File: src/rtl/neuron_core_pipe.sv
// Event-driven integrate-and-fire neuron core with a one-stage update pipeline,
// a single-entry spike output slot and a background leak sweep.
module neuron_core_pipe #(
  parameter int N  = 256,
  parameter int M  = 8,
  parameter int VW = 8,
  parameter int WW = 4
) (
  input  logic          CLK,
  input  logic          RSTN_syncn,
  input  logic [VW-1:0] CFG_THR,
  input  logic [VW-1:0] CFG_LEAK,
  input  logic          CFG_LEAK_EN,
  input  logic          EV_VALID,
  output logic          EV_READY,
  input  logic [M-1:0]  EV_ADDR,
  input  logic [WW-1:0] EV_WEIGHT,
  input  logic          EV_SIGN,
  input  logic          LEAK_START,
  output logic          LEAK_BUSY,
  input  logic          PROG_WE,
  input  logic [M-1:0]  PROG_ADDR,
  input  logic [VW-1:0] PROG_DATA,
  output logic          SPK_VALID,
  input  logic          SPK_READY,
  output logic [M-1:0]  SPK_ADDR,
  output logic [15:0]   SPK_CNT,
  output logic [VW-1:0] MON_V
);

  typedef enum logic {IDLE, SWEEP} state_t;

  state_t        state_q, state_d;
  logic          leak_pend_q, leak_pend_d;
  logic          pipe_vld_q, pipe_vld_d;
  logic [M-1:0]  pipe_addr_q, pipe_addr_d;
  logic [WW-1:0] pipe_wt_q, pipe_wt_d;
  logic          pipe_sign_q, pipe_sign_d;
  logic [M-1:0]  sweep_addr_q, sweep_addr_d;
  logic          spk_vld_q, spk_vld_d;
  logic [M-1:0]  spk_addr_q, spk_addr_d;
  logic [15:0]   spk_cnt_q, spk_cnt_d;
  logic [VW-1:0] mon_v_q, mon_v_d;
  logic [VW-1:0] mem_q [N];
  logic [VW-1:0] mem_d [N];

  logic          ev_accept, prog_ok, fire, wr_en;
  logic [VW:0]   ext_v, ext_w, sum_v, dif_v;
  logic [VW-1:0] cur_v, new_v, lk_v, leak_v, wr_data;
  logic [M-1:0]  wr_addr;

  assign EV_READY  = (state_q == IDLE) && !leak_pend_q && !PROG_WE && (!spk_vld_q || SPK_READY);
  assign LEAK_BUSY = leak_pend_q || (state_q == SWEEP);
  assign SPK_VALID = spk_vld_q;
  assign SPK_ADDR  = spk_addr_q;
  assign SPK_CNT   = spk_cnt_q;
  assign MON_V     = mon_v_q;

  assign ev_accept = EV_VALID && EV_READY;
  assign prog_ok   = PROG_WE && (state_q == IDLE) && !pipe_vld_q;

  // The stage reads the array one edge after the previous write, so a
  // back-to-back event to the same neuron always sees the freshly written value.
  always_comb begin
    cur_v  = mem_q[pipe_addr_q];
    ext_v  = {1'b0, cur_v};
    ext_w  = (VW+1)'(pipe_wt_q);
    sum_v  = ext_v + ext_w;
    dif_v  = ext_v - ext_w;
    new_v  = '0;
    if (pipe_sign_q) new_v = dif_v[VW] ? '0 : dif_v[VW-1:0];
    else             new_v = sum_v[VW] ? '1 : sum_v[VW-1:0];
    fire   = (CFG_THR != '0) && (new_v >= CFG_THR);
    lk_v   = mem_q[sweep_addr_q];
    leak_v = (lk_v > CFG_LEAK) ? (lk_v - CFG_LEAK) : '0;
  end

  always_comb begin
    wr_en   = 1'b0;
    wr_addr = '0;
    wr_data = '0;
    if (state_q == SWEEP) begin
      wr_en   = 1'b1;
      wr_addr = sweep_addr_q;
      wr_data = leak_v;
    end else if (pipe_vld_q) begin
      wr_en   = 1'b1;
      wr_addr = pipe_addr_q;
      wr_data = fire ? '0 : new_v;
    end else if (prog_ok) begin
      wr_en   = 1'b1;
      wr_addr = PROG_ADDR;
      wr_data = PROG_DATA;
    end
    mem_d = mem_q;
    if (wr_en) mem_d[wr_addr] = wr_data;
    mon_v_d = wr_en ? wr_data : mon_v_q;
  end

  always_comb begin
    pipe_vld_d  = ev_accept;
    pipe_addr_d = ev_accept ? EV_ADDR : pipe_addr_q;
    pipe_wt_d   = ev_accept ? EV_WEIGHT : pipe_wt_q;
    pipe_sign_d = ev_accept ? EV_SIGN : pipe_sign_q;
    spk_vld_d   = spk_vld_q && !SPK_READY;
    spk_addr_d  = spk_addr_q;
    spk_cnt_d   = spk_cnt_q;
    if (pipe_vld_q && fire) begin
      spk_vld_d  = 1'b1;
      spk_addr_d = pipe_addr_q;
      if (spk_cnt_q != 16'hFFFF) spk_cnt_d = spk_cnt_q + 16'd1;
    end
  end

  // Programming outranks a pending sweep; the sweep waits for the stage to drain.
  always_comb begin
    state_d      = state_q;
    leak_pend_d  = leak_pend_q;
    sweep_addr_d = sweep_addr_q;
    if (LEAK_START && CFG_LEAK_EN && !LEAK_BUSY) leak_pend_d = 1'b1;
    case (state_q)
      IDLE: begin
        if (!prog_ok && leak_pend_q && !pipe_vld_q) begin
          state_d      = SWEEP;
          leak_pend_d  = 1'b0;
          sweep_addr_d = '0;
        end
      end
      SWEEP: begin
        sweep_addr_d = sweep_addr_q + 1'b1;
        if (sweep_addr_q == M'(N-1)) state_d = IDLE;
      end
      default: state_d = IDLE;
    endcase
  end

  always_ff @(posedge CLK or negedge RSTN_syncn) begin
    if (!RSTN_syncn) begin
      state_q      <= IDLE;
      leak_pend_q  <= 1'b0;
      pipe_vld_q   <= 1'b0;
      pipe_addr_q  <= '0;
      pipe_wt_q    <= '0;
      pipe_sign_q  <= 1'b0;
      sweep_addr_q <= '0;
      spk_vld_q    <= 1'b0;
      spk_addr_q   <= '0;
      spk_cnt_q    <= '0;
      mon_v_q      <= '0;
      for (int i = 0; i < N; i++) mem_q[i] <= '0;
    end else begin
      state_q      <= state_d;
      leak_pend_q  <= leak_pend_d;
      pipe_vld_q   <= pipe_vld_d;
      pipe_addr_q  <= pipe_addr_d;
      pipe_wt_q    <= pipe_wt_d;
      pipe_sign_q  <= pipe_sign_d;
      sweep_addr_q <= sweep_addr_d;
      spk_vld_q    <= spk_vld_d;
      spk_addr_q   <= spk_addr_d;
      spk_cnt_q    <= spk_cnt_d;
      mon_v_q      <= mon_v_d;
      mem_q        <= mem_d;
    end
  end

endmodule

File: config.mk
export PLATFORM = sky130hd
export DESIGN_NAME = neuron_core_pipe
export DESIGN_NICKNAME = d
export VERILOG_FILES = /design/src/rtl/neuron_core_pipe.sv
export SDC_FILE = /design/constraint.sdc
export NUM_CORES = 2
export LEC_CHECK = 0
export CAP_MARGIN = 20
export CORE_ASPECT_RATIO = 0.6
export CORE_MARGIN = 5
export CORE_UTILIZATION = 40
export CTS_CLUSTER_SIZE = 8
export DETAILED_ROUTE_END_ITERATION = 6
export GPL_TIMING_DRIVEN = 0
export MAX_ROUTING_LAYER = met4
export PLACE_DENSITY = 0.69
export REMOVE_ABC_BUFFERS = 1
export SKIP_LAST_GASP = 1
export SLEW_MARGIN = 20
export SYNTH_ARGS = -nofsm -noshare
export SYNTH_HDL_FRONTEND = slang
export SYNTH_SLANG_ARGS = --single-unit
File: constraint.sdc
create_clock -name CLK -period 8.4 [get_ports CLK]
set_clock_uncertainty 0.2 [all_clocks]
set_input_delay 1.26 -clock CLK [delete_from_list [all_inputs] [get_ports CLK]]
set_output_delay 1.26 -clock CLK [all_outputs]
set_load 0.005 [all_outputs]
======== Yosys cells after proc, flatten, opt, wreduce, memory -nomap -nowiden ========
Cells that the tools add are included.
storage, ports and cells
  register bits after elaboration ......... 2,105
  latch bits .............................. 0
  memory bits (writable) .................. 0
  memory bits (read-only) ................. 0
  input port bits ......................... 52
  output and inout port bits .............. 35
  memories kept ........................... 0
cells by class
  add/subtract/negate cells ............... 5
  multiply operators ...................... 0
  divide/modulo/power cells ............... 0
  order comparisons ....................... 6
  equality and inequality tests ........... 3
  shift-type cells ........................ 0
  muxes and demuxes ....................... 32
  bitwise operators ....................... 4
  reduce and logical (&&, ||, !) cells .... 25
operator list
  cell                     count
  $bwmux W2048             1
  $mux W8                  17
  $bmux W8 S8              2
  $demux W8 S8             1
  $ge A9 B9 Y1 const B     3
  $not A8 Y9               3
  $add A16 B1 Y16 const B  1
  $ne A16 B16 Y1 const B   1
  $pmux W8 S2              1
  $logic_and A1 B1 Y1      14
  $add A8 B4 Y9            1
  $lt A9 B1 Y1 const B     1
  $mux W1                  9
  $sub A8 B4 Y9            1
  $add A8 B1 Y8 const B    1
  $eq A8 B8 Y1 const B     1
  $ge A8 B8 Y1             1
  $gt A8 B8 Y1             1
  $reduce_bool A8 Y1       1
  $sub A8 B8 Y8            1
  $logic_not A1 Y1         7
  $logic_or A1 B1 Y1       2
  $ne A2 B1 Y1 const B     1
  $pmux W1 S2              1
  2 further kinds          2

======== Depth between registers and ports, before layout ========
  depth in word-level cells ............... 13
  depth in mapped cells ................... 38
  depth with buffers taken out ............ 27

======== Worst setup path after synthesis ========
Ideal clock, no wire load.
  path kind ............................... register to register
  start ................................... reg pipe_addr_q[0]
  end ..................................... reg spk_addr_q[2] (netlist: SPK_ADDR[2])
  library setup time ...................... 125 ps
  data arrival time ....................... 7,818 ps
  required time ........................... 8,075 ps
  path slack .............................. 258 ps
  cell stages (with the launch flop) ...... 33
  clock period less this slack ............ 8,142 ps
  cell sequence ........................... dfrtp_1 > buf_6 > buf_6 > buf_4 > buf_4 > buf_4 > buf_2 > clkbuf_1 > buf_1 > mux4_2 > mux4_2 > mux4_2 > mux4_2 > ha_1 > clkbuf_1 > nor2_1 > or2_2 > nand3_1 > nor4_2 > o21a_1 > a21oi_1 > ha_1 > nand2b_1 > a21o_1 > a21o_1 > a21o_1 > a21o_1 > a21oi_1 > o21bai_1 > a21oi_1 > nand3b_1 > buf_1 > mux2_2
between the ends
  word-level cells in the longest chain between the ends .. 10
  elaborated cells on any way between the ends .. 12
  those cells by class .................... add/sub: 2; order compare: 1; mux: 6; bitwise: 1; reduce/logical: 2
ends and longest elaborated chain
  element                                          RTL line  source
  from (decl)                                      36        logic [M-1:0] pipe_addr_q, pipe_addr_d;
  from (signal assigned)                           155       pipe_addr_q <= pipe_addr_d;
  $not A8 Y9 (implied by the code) (*)             65        cur_v = mem_q[pipe_addr_q];
  $bmux W8 S8 (*)                                  65
  $mux W8 (implied by the code) (*) (2 in series)  65
  $add A8 B4 Y9 or $sub A8 B4 Y9 (tied branches)   68, 69
  $mux W8 (on tied branches)                       72, 71
  $mux W8 (*)                                      71        if (pipe_sign_q) new_v = dif_v[VW] ? '0 : dif_v[VW-1:0];
  $ge A8 B8 Y1 (*)                                 73        fire = (CFG_THR != '0) && (new_v >= CFG_THR);
  $logic_and A1 B1 Y1 (*)                          73
  $logic_and A1 B1 Y1 (*)                          108       if (pipe_vld_q && fire) begin
  to (signal assigned)                             160       spk_addr_q <= spk_addr_d;
  to (decl)                                        41        logic [M-1:0] spk_addr_q, spk_addr_d;
Mark *: on every way between the ends. The rest lies on a longest branch, timed or not. The select of a mux whose other input is x is not followed.
A chain may end at the register's enable or synchronous reset.

======== Final worst setup path ========
  start ................................... reg pipe_addr_q[0]
  end ..................................... reg mem_q[1358] in the netlist's numbering
between the ends
  word-level cells in the longest chain between the ends .. 13
  elaborated cells on any way between the ends .. 23
  those cells by class .................... add/sub: 2; order compare: 3; mux: 14; bitwise: 2; reduce/logical: 2
ends and longest elaborated chain
  element                                         RTL line  source
  $not A8 Y9 (implied by the code)                65
  $bmux W8 S8                                     65
  $mux W8 (implied by the code) (2 in series)     65
  $add A8 B4 Y9 or $sub A8 B4 Y9 (tied branches)  68, 69
  $mux W8 (on tied branches)                      72, 71
  $mux W8                                         71
  $ge A8 B8 Y1                                    73
  $logic_and A1 B1 Y1                             73
  $mux W8                                         89        wr_data = fire ? '0 : new_v;
  $mux W8                                         86        end else if (pipe_vld_q) begin
  $mux W8                                         82        if (state_q == SWEEP) begin
  $bwmux W2048 (*)                                96        if (wr_en) mem_d[wr_addr] = wr_data;
  to (signal assigned)                            163       mem_q <= mem_d;
  to (decl)                                       44        logic [VW-1:0] mem_q [N];
Marks and branches as above.

==> impl_metrics.json <==
{
  "power.share.switching_pct": 38.63,
  "fillCellCount": 23560,
  "ir_drop_mv": 0.3027,
  "critPathSlowestCell": "mux4_2",
  "path_common_cell": "buf_16",
  "grt_usage_pct": 27.97,
  "die_x_um": 688.4,
  "path_class": "reg -> reg",
  "coreArea_mm2": 0.2748,
  "clkPwrFrac_pct": 28.2,
  "clkTransAtPathRegs_ns": 0.05,
  "vias": 86890,
  "instances_no_fill": 13420,
  "rows": 149,
  "period_share_pct": 105.8,
  "postLayoutCoreUtil_pct": 46.61,
  "grt_pass1_vias": 85490,
  "arrival_ns": 9.39,
  "cts_made_buffers": 305,
  "cpPeakStageDelay_ns": 0.66,
  "hold_viol_final": 0,
  "p_per_area_mw_per_mm2": 307.6,
  "initial_core_util_pct": 40.19,
  "holdCritPathClass": "in -> async",
  "yosys.area.top_type": "dfrtp_1",
  "viasPerCell": 6.476,
  "rsz0062_at_grt": "true",
  "yosys-top-cells-count": "2105 x dfrtp_1, 2061 x nand2_1, 1510 x o21ai_0, 1230 x mux4_2, 732 x nor2_1",
  "dpl_worst_slack_ns": -3.362,
  "ys.flop_type": "dfrtp_1",
  "die_area_mm2": 0.2871,
  "relSlewSlack_pct": 14.16,
  "drc_errors": 24,
  "gr-total-overflow": 0,
  "cellLeakagePower_nw": 51.92,
  "multi_input_area_mm2": 0.05433,
  "outcome": "finished with violations",
  "ys_ff_latch": 2105,
  "clk_latency_ns": 0.89,
  "syn_inst": 9733,
  "wl_mm": 397.0,
  "violations": "DRC, setup timing",
  "setup_viol": 1290,
  "synth_edf_count": 0,
  "yosysMostFrequentCell": "dfrtp_1",
  "synth_seq_area_share_pct": 47.69,
  "io_pins": 87,
  "period_needed_ns": 8.884,
  "async_flop_share_pct": 100.0,
  "io_buffers": 86,
  "drive_gt1_share_pct": 23.23,
  "p_switching_mw": 15.22,
  "dp.cells": 12890,
  "wl_per_cell_um": 29.59,
  "crit_fanout": 8,
  "cp-start-kind": "register",
  "fin_nets": 9691,
  "finalInstanceArea_mm2": 0.1281,
  "worst_slack_ns": -0.4840,
  "grt_max_degree": 154,
  "drv_slew": 0,
  "end_kind": "register",
  "root_buffer": "clkbuf_16",
  "internal_power_mw": 24.18,
  "htree_levels": 5,
  "seqPwrFrac_pct": 31.3,
  "combPwrFrac_pct": 40.4,
  "synth.avg_cell_area_um2": 11.35,
  "dp_hpwl_mm": 265.6,
  "drt_iter0_markers": 13770,
  "cts_tree": "done",
  "synthTopCellsByArea": "dfrtp_1 48%, mux4_2 25%, nand2_1 7.0%",
  "max_freq_ghz": 0.1126,
  "cp_data_required_time_ns": 8.90,
  "synthesis.area_mm2": 0.1105,
  "ys_warn_count": 0,
  "synth_cell_types": 71,
  "cts_sinks": 2105,
  "dr.pass1.iters": 7,
  "synth_top_area_share_pct": 47.69,
  "gp_congestion": 0.9333,
  "maxCapViolations": 0,
  "dieHeight_um": 417.0,
  "worst_pin_slew_ns": 1.285,
  "ant_nets": 0,
  "area_delta_synth_final_pct": 15.96,
  "seq_area_mm2": 0.05272,
  "antenna_found_initial": 39,
  "placedInstanceArea_mm2": 0.1176,
  "cts_buffer_depth": 4,
  "grt_pass1_wl_mm": 581.6
}
-- cells in the final DEF (no fill, tap or decap), drive strengths merged, types with 7 or more instances in the layout --
master	count
dfrtp	2105
nand2	2061
o21ai	1708
mux4	1230
nor2	732
a21oi	458
buf	340
clkbuf	326
a22oi	102
clkdlybuf4s50	85
diode	82
mux2i	76
inv	42
mux2	37
nand3	33
bufbuf	29
ha	26
nand4	15
nor3	15
nor2b	14
nand2b	13
o22ai	13
o21a	13
nor4	13
xnor2	12
a31oi	11
a22o	11
and3	11
a221oi	10
a21o	9
or2	9
xor2	8
and2	7
-- metal layers --
layer  up-vias  track usage, %  share of wire (%)
li1      35200               -                  -
met1     44030           36.36                 37
met2      6289           35.79                 40
met3      1377           15.24                 18
met4         0           11.68                5.1
met5         -               -                  0
-- cell families (layout without fill, tap and decap cells) --
logic type | after synthesis | count (layout) | share of synthesized area, %
AO/OA/AOI/OAI | 2368 | 2370 | 11.65
XOR/XNOR | 20 | 20 | 0.1586
adder cells (fa/ha/maj) | 29 | 29 | 0.3489
buffers and inverters | 929 | 830 | 3.704
flip-flops | 2105 | 2105 | 47.69
multiplexers | 1343 | 1343 | 26.15
other | 0 | 82 | 0
AND/OR/NAND/NOR | 2939 | 2939 | 10.30
-- worst paths after layout --
path | startpoint | depth (start not counted) | slack (ns) | end
setup reg to reg | pipe_addr_q[0] | 41 | -0.48 | mem_q[1358]
hold / removal | RSTN_syncn | 1 | 0.08 | mem_q[1833]
min in group CLK | SPK_CNT[7] | 1 | 0.28 | SPK_CNT[7]
hold reg to reg | SPK_CNT[7] | 1 | 0.28 | SPK_CNT[7]
max in group asynchronous | RSTN_syncn | 6 | 4.09 | mem_q[1503]
setup / recovery | pipe_addr_q[0] | 41 | -0.48 | mem_q[1358]
-- worst max-delay path, delay by kind of cell, from the launching register on --
family / cells / cell delay (ns)
buffers and inverters: 18 / 2.53
multiplexers: 4 / 2.48
AND/OR/NAND/NOR: 9 / 1.25
AO/OA/AOI/OAI: 8 / 1.20
flip-flops: 1 / 0.50
adder cells (fa/ha/maj): 2 / 0.49
-- metrics by stage --
stage	total power, mW	TNS [ns]	hold slack (ns)
floorplan	20.15	-	0.2585
global placement	22.90	-	0.2712
detailed placement	26.67	-3653.67	0.2798
CTS	38.59	-94.21	0.05211
global route	40.29	-517.66	0.07783
finish	39.40	-300.60	0.07520
-- what timing repair did --
item	CTS	global route
setup endpoints to repair	2081	1889
hold buffers	0	0
setup buffers	71	13
resized for setup	178	8
pin swaps	35	3
cloned	34	2
-- power by group through the flow --
| stage | clock, mW | combinational [mW] | sequential [mW] |
|---|---|---|---|
| 6_report | 11.1 | 15.9 | 12.3 |
| 5_1_grt | 11.6 | 16.3 | 12.4 |
| 4_1_cts | 11.1 | 15.1 | 12.3 |
| 3_5_place_dp | 0 | 14.1 | 12.5 |
| 3_3_place_gp | 0 | 8.98 | 13.9 |
| 2_1_floorplan | 0 | 7.04 | 13.1 |
-- final cells by class --
cell class	instances	area share [%]
tap	3699	3.614
inverter	38	0.1211
multi-input combinational	6701	42.42
sequential	2105	41.16
timing repair buffer	459	6.238
antenna	82	0.1602
clock buffer	323	6.195
clock inverter	10	0.09085
-- state kept, by name, indices dropped and copies added (netlist names) --
name,cells
MON_V,8
SPK_ADDR,8
SPK_CNT,16
SPK_VALID,1
leak_pend_q,1
mem_q,2048
pipe_addr_q,8
pipe_sign_q,1
pipe_vld_q,1
pipe_wt_q,4
state_q,1
sweep_addr_q,8
Power figures use the tool's default switching activity.
